## config.mk

```make
export PLATFORM = sky130hd
export DESIGN_NAME = tow_cyber_player
export DESIGN_NICKNAME = d
export VERILOG_FILES = /design/src/rtl/tow_pkg.sv /design/src/rtl/tow_lfsr.sv /design/src/rtl/tow_cyber_player.sv
export SDC_FILE = /design/constraint.sdc
export NUM_CORES = 1
export LEC_CHECK = 0
export ABC_AREA = 1
export CORE_MARGIN = 10
export CORE_UTILIZATION = 53
export CTS_CLUSTER_DIAMETER = 40
export DETAILED_ROUTE_END_ITERATION = 10
export PLACE_DENSITY = 0.78
export SETUP_SLACK_MARGIN = 0.05
export SLEW_MARGIN = 20
export SYNTH_ARGS = -nofsm -noshare
export SYNTH_HDL_FRONTEND = slang
export SYNTH_HIERARCHICAL = 1
export SYNTH_SLANG_ARGS = --single-unit
```

## constraint.sdc

```tcl
create_clock -name clk -period 2.07 [get_ports clk]
set_clock_uncertainty 0.05 [all_clocks]
set_input_delay 0.207 -clock clk [delete_from_list [all_inputs] [get_ports clk]]
set_output_delay 0.207 -clock clk [all_outputs]
set_load 0.03 [all_outputs]
```

## src/rtl/tow_pkg.sv

```systemverilog
// rtl/tow_pkg.sv - shared types, constants and helpers for the computer tug-of-war player
//
// Contents:
//   cyber_state_t           FSM states of the computer player
//   LFSR_W, LFSR_TAP_A/B    width and feedback taps of the press-decision LFSR
//   tow_threshold(speed)    LFSR compare threshold for a 3-bit speed setting

package tow_pkg;

    typedef enum logic [1:0] {
        IDLE  = 2'd0,
        WAIT  = 2'd1,
        PRESS = 2'd2,
        GAP   = 2'd3
    } cyber_state_t;

    localparam int LFSR_W     = 10;
    localparam int LFSR_TAP_A = 9;
    localparam int LFSR_TAP_B = 6;

    // Each speed step adds 128/1023 to the press probability per tick.
    function automatic logic [LFSR_W-1:0] tow_threshold(input logic [2:0] speed);
        return {speed, 7'b0};
    endfunction

endpackage

```

## src/rtl/tow_lfsr.sv

```systemverilog
// rtl/tow_lfsr.sv - 10-bit Fibonacci LFSR (x^10+x^7+1) stepping on demand
//
// Ports:
//   clk      in   system clock
//   reset    in   synchronous active-low reset, loads SEED (0 is forced to 1)
//   advance  in   shift one step this cycle
//   q        out  current LFSR value, never zero

module tow_lfsr
    import tow_pkg::*;
#(
    parameter logic [LFSR_W-1:0] SEED = 10'h001
) (
    input  logic              clk,
    input  logic              reset,
    input  logic              advance,
    output logic [LFSR_W-1:0] q
);

    // The all-zero state is a lock-up point, so a zero seed starts from 1.
    localparam logic [LFSR_W-1:0] SEED_FIX = (SEED == '0) ? LFSR_W'(1) : SEED;

    logic [LFSR_W-1:0] q_q;
    logic [LFSR_W-1:0] q_d;

    always_comb begin
        q_d = q_q;
        if (advance) begin
            q_d = {q_q[LFSR_W-2:0], q_q[LFSR_TAP_A] ^ q_q[LFSR_TAP_B]};
        end
    end

    always_ff @(posedge clk) begin
        if (!reset) begin
            q_q <= SEED_FIX;
        end else begin
            q_q <= q_d;
        end
    end

    assign q = q_q;

endmodule

```

## src/rtl/tow_cyber_player.sv

```systemverilog
// rtl/tow_cyber_player.sv - computer opponent emitting pseudo-random raw key presses
//
// Ports:
//   clk        in   system clock
//   reset      in   synchronous active-low reset
//   enable     in   computer player active
//   game_over  in   a victor exists; halts pressing
//   speed      in   3-bit press probability, 0 = never press
//   key_n      out  emulated raw key level, 0 = pressed
//   press      out  one-cycle pulse on the first low cycle of key_n
//   presses    out  saturating count of presses since reset

module tow_cyber_player
    import tow_pkg::*;
#(
    parameter int                TICK_DIV       = 16,
    parameter int                HOLD_CYCLES    = 4,
    parameter int                RELEASE_CYCLES = 4,
    parameter logic [LFSR_W-1:0] SEED           = 10'h001
) (
    input  logic       clk,
    input  logic       reset,
    input  logic       enable,
    input  logic       game_over,
    input  logic [2:0] speed,
    output logic       key_n,
    output logic       press,
    output logic [7:0] presses
);

    localparam int TICK_W = $clog2(TICK_DIV);
    localparam int HG_MAX = (HOLD_CYCLES > RELEASE_CYCLES) ? HOLD_CYCLES : RELEASE_CYCLES;
    localparam int HG_W   = (HG_MAX > 1) ? $clog2(HG_MAX) : 1;

    logic [TICK_W-1:0] tick_cnt_q;
    logic [TICK_W-1:0] tick_cnt_d;
    logic              tick;

    cyber_state_t      state_q;
    cyber_state_t      state_d;
    logic [HG_W-1:0]   hg_cnt_q;
    logic [HG_W-1:0]   hg_cnt_d;
    logic              key_n_q;
    logic              key_n_d;
    logic              press_q;
    logic              press_d;
    logic [7:0]        presses_q;
    logic [7:0]        presses_d;

    logic [LFSR_W-1:0] lfsr_q;
    logic              hit;
    logic              go;

    // Free-running decision tick, independent of FSM state.
    assign tick = (tick_cnt_q == TICK_W'(TICK_DIV - 1));

    always_comb begin
        tick_cnt_d = tick ? '0 : tick_cnt_q + TICK_W'(1);
    end

    tow_lfsr #(
        .SEED (SEED)
    ) u_lfsr (
        .clk     (clk),
        .reset   (reset),
        .advance (tick),
        .q       (lfsr_q)
    );

    // Decision uses the LFSR value present in the tick cycle, before it steps.
    assign hit = (speed != 3'd0) && (lfsr_q < tow_threshold(speed));
    assign go  = enable && !game_over;

    always_comb begin
        state_d   = state_q;
        hg_cnt_d  = hg_cnt_q;
        press_d   = 1'b0;
        presses_d = presses_q;

        case (state_q)
            IDLE: begin
                if (go) state_d = WAIT;
            end
            WAIT: begin
                if (!go)             state_d = IDLE;
                else if (tick && hit) state_d = PRESS;
            end
            PRESS: begin
                if (!go)                 state_d = IDLE;
                else if (hg_cnt_q == '0) state_d = GAP;
                else                     hg_cnt_d = hg_cnt_q - HG_W'(1);
            end
            GAP: begin
                if (!go)                 state_d = IDLE;
                else if (hg_cnt_q == '0) state_d = WAIT;
                else                     hg_cnt_d = hg_cnt_q - HG_W'(1);
            end
            default: state_d = IDLE;
        endcase

        // Counter holds "remaining cycles after this one", reloaded on entry.
        if (state_d != state_q) begin
            case (state_d)
                PRESS:   hg_cnt_d = HG_W'(HOLD_CYCLES - 1);
                GAP:     hg_cnt_d = HG_W'(RELEASE_CYCLES - 1);
                default: hg_cnt_d = '0;
            endcase
        end

        if ((state_q == WAIT) && (state_d == PRESS)) begin
            press_d = 1'b1;
            if (presses_q != 8'hFF) presses_d = presses_q + 8'd1;
        end

        key_n_d = (state_d != PRESS);
    end

    always_ff @(posedge clk) begin
        if (!reset) begin
            tick_cnt_q <= '0;
            state_q    <= IDLE;
            hg_cnt_q   <= '0;
            key_n_q    <= 1'b1;
            press_q    <= 1'b0;
            presses_q  <= 8'd0;
        end else begin
            tick_cnt_q <= tick_cnt_d;
            state_q    <= state_d;
            hg_cnt_q   <= hg_cnt_d;
            key_n_q    <= key_n_d;
            press_q    <= press_d;
            presses_q  <= presses_d;
        end
    end

    assign key_n   = key_n_q;
    assign press   = press_q;
    assign presses = presses_q;

endmodule
```

==> impl_metrics.yaml <==
clock_network:
  path_clk_slew_ns: 0.15
  cts_sinks: 28
  cts_max_level: 1
  clk_path_buf_depth: 2
  cts-root-buf: "clkbuf_4"
  hold_buffers: 0
  cts_made_buffers: 3
  cts_resized: 0
  cts_tree: "built"
  post_cts_buffers: 0
  worstSkewPairLatency_ns: 0.32
setup_path:
  critical_path_arrival_ns: 1.51
  cp_num_buf_inv: 1
  reg2reg_from: "tick_cnt_q[0]"
  r2r_end: "presses[4]"
  cp_cell_sequence: "clkdlybuf4s50_1"
  slowest_delay_ns: 0.72
  crit_family: "buffers and inverters"
  worst_r2r_path_depth: 8
  cp_data_required_time_ns: 1.81
  r2r_setup_slack_ns: 0.30
  start_kind: "flop"
  slowest_stage: "clkdlybuf4s50_1"
  worst_setup_path_end_kind: "output pin"
  crit_type: "flop to output pin"
  critical_path.max_fanout: 4
worst_hold_path:
  min_path_type: "flop to flop"
  hp-start: "tick_cnt_q[0]"
  whs_path_depth: 1
  min_to: "tick_cnt_q[0]"
cells_and_area:
  stdcell_area_mm2: 0.00156
  synthToLayoutAreaGrowth_pct: 18.4
  final_util_pct: 64.2
  num_antenna_cells: 0
  fillers: 228
  final_common_cell: "nor2_1"
  final_nets: 213
  drive_gt1_share_pct: 7.00
  mostFrequentLayoutCells: "nor2_1 (43), nand2_1 (31), dfxtp_1 (28)"
sta:
  worstMarginPinSlew_ns: 0.356
  fin_crit_sh_pct: 85.5
  rsz0062_at_grt: "false"
  slew_headroom_pct: 76.3
  setup_violations: 0
  hold_violations: 0
  hold_ws_ns: 0.413
  fin_crit_ns: 1.77
  final_max_slew_viol_count: 0
  finalSetupTns_ns: 0
  fmaxAchievable_mhz: 565
logic_synthesis:
  syn_nets: 193
  synth_area_mm2: 0.00132
  yosysUniqueCellTypes: 24
  ys_warn_count: 6
  synth_seq_cells: 28
  ys_top_cells_by_area: "dfxtp_1 (43%), nor2_1 (12%), nand2_1 (8.8%)"
  netlist_instances: 181
  synth_top_area_share_pct: 42.5
  yosysSeqAreaShare_pct: 42.5
  syn_avg_cell_area_um2: 7.29
  synth_top_area_cell: "dfxtp_1"
drt:
  viasPerCell: 5.10
  vias: 1173
  drcViolationCount: 0
  drtAntennaViolNets: 0
  wl_per_cell_um: 11.2
  drt-initial-drc-count: 70
  first_pass_iters: 4
  drt_wl_total_um: 2570
global_route:
  grt_pass1_vias: 1089
  grt_use_total_pct: 10.6
  antenna_found_initial: 0
  grt_pass1_wl_um: 4500
  grt_max_degree: 17
  grt-ovfl-total: 0
placed_design:
  place_congestion: 0.819
  io_buffers: 16
  dp_hpwl_um: 1950
  place_area_mm2: 0.00151
power:
  power_density_mw_per_mm2: 631
  leakage_nw: 0.697
  total_power_uw: 985
  vdd.ir_drop.worst_uv: 467
status:
  status: "finished clean"
floorplan:
  chipHeight_um: 69.9
  fp.dieArea_mm2: 0.00488
  ios: 17
  num_rows: 18
  initial_core_util_pct: 54.2
  coreArea_mm2: 0.00243
  die_w_um: 69.9
flow_run:
  cap_violations: 0
==> worst max path at each step <==
stage,from,end,depth (start not counted),slack [ns]
floorplan,presses[0],presses[1],7,0.32
global placement,speed[1],presses[4],11,0.04
detailed placement,speed[1],presses[4],11,-0.04
CTS,presses[7],presses[7],1,0.28
global route,tick_cnt_q[0],presses[1],8,0.15
finish,presses[7],presses[7],1,0.30
==> layout make-up <==
| cell class | instances | area (um2) | area share (%) |
|---|---|---|---|
| Inverter | 22 | 82.6 | 5.29 |
| Timing Repair Buffer | 18 | 175 | 11.2 |
| Multi-Input combinational cell | 128 | 653 | 41.8 |
| Clock inverter | 1 | 30.0 | 1.92 |
| Tap cell | 30 | 37.5 | 2.40 |
| Sequential cell | 28 | 561 | 35.9 |
| Clock buffer | 3 | 22.5 | 1.44 |
==> power breakdown <==
group / total (mW) / switching (mW) / internal, mW
clock: 0.354 / 0.159 / 0.196
sequential: 0.556 / 0.00685 / 0.549
combinational: 0.0748 / 0.0404 / 0.0344
==> cell usage after synthesis <==
cell and number:
a21oi_1 8, xnor2_1 3, nand2_1 31, buf_4 1, xor2_1 1, nor2_1 43, ha_1 5, o211ai_1 1
nand3_1 11, clkbuf_1 1, a21boi_1 1, buf_6 1, a22o_1 1, o21ai_0 2, inv_2 2, a31oi_4 1
inv_1 20, a31oi_1 1, nand3_4 1, nand3_2 1, nand4_1 4, dfxtp_1 28, nor2_2 3, o21ai_1 10
==> stage by stage <==
stage | setup slack (ns) | instances
2_1_floorplan | 0.322 | 181
3_3_place_gp | 0.0351 | 226
3_5_place_dp | -0.0371 | 226
4_1_cts | 0.276 | 230
5_1_grt | 0.145 | 230
6_report | 0.301 | 230
==> layer usage <==
metal | track usage, % | up-vias | wire (um)
met1 | 12.7 | 524 | 1210
li1 | - | 617 | -
met4 | 4.17 | 0 | 31
met2 | 16.9 | 28 | 1140
met3 | 3.67 | 4 | 181
met5 | 0 | - | 0
==> logic make-up after synthesis <==
| kind of cell | synth area share [%] |
|---|---|
| simple gates | 30.6 |
| xor+xnor | 2.66 |
| buf+inv | 7.97 |
| flops | 42.5 |
| compound gates | 11.5 |
| fa+ha+maj | 4.74 |
==> flip-flops by register name, summed over array words and instances, names as in the netlist <==
signal	flops
u_lfsr/q	10
presses	8
tick_cnt_q	4
hg_cnt_q	2
state_q	2
key_n	1
press	1
Note: power is estimated with default switching activity, not from simulation.
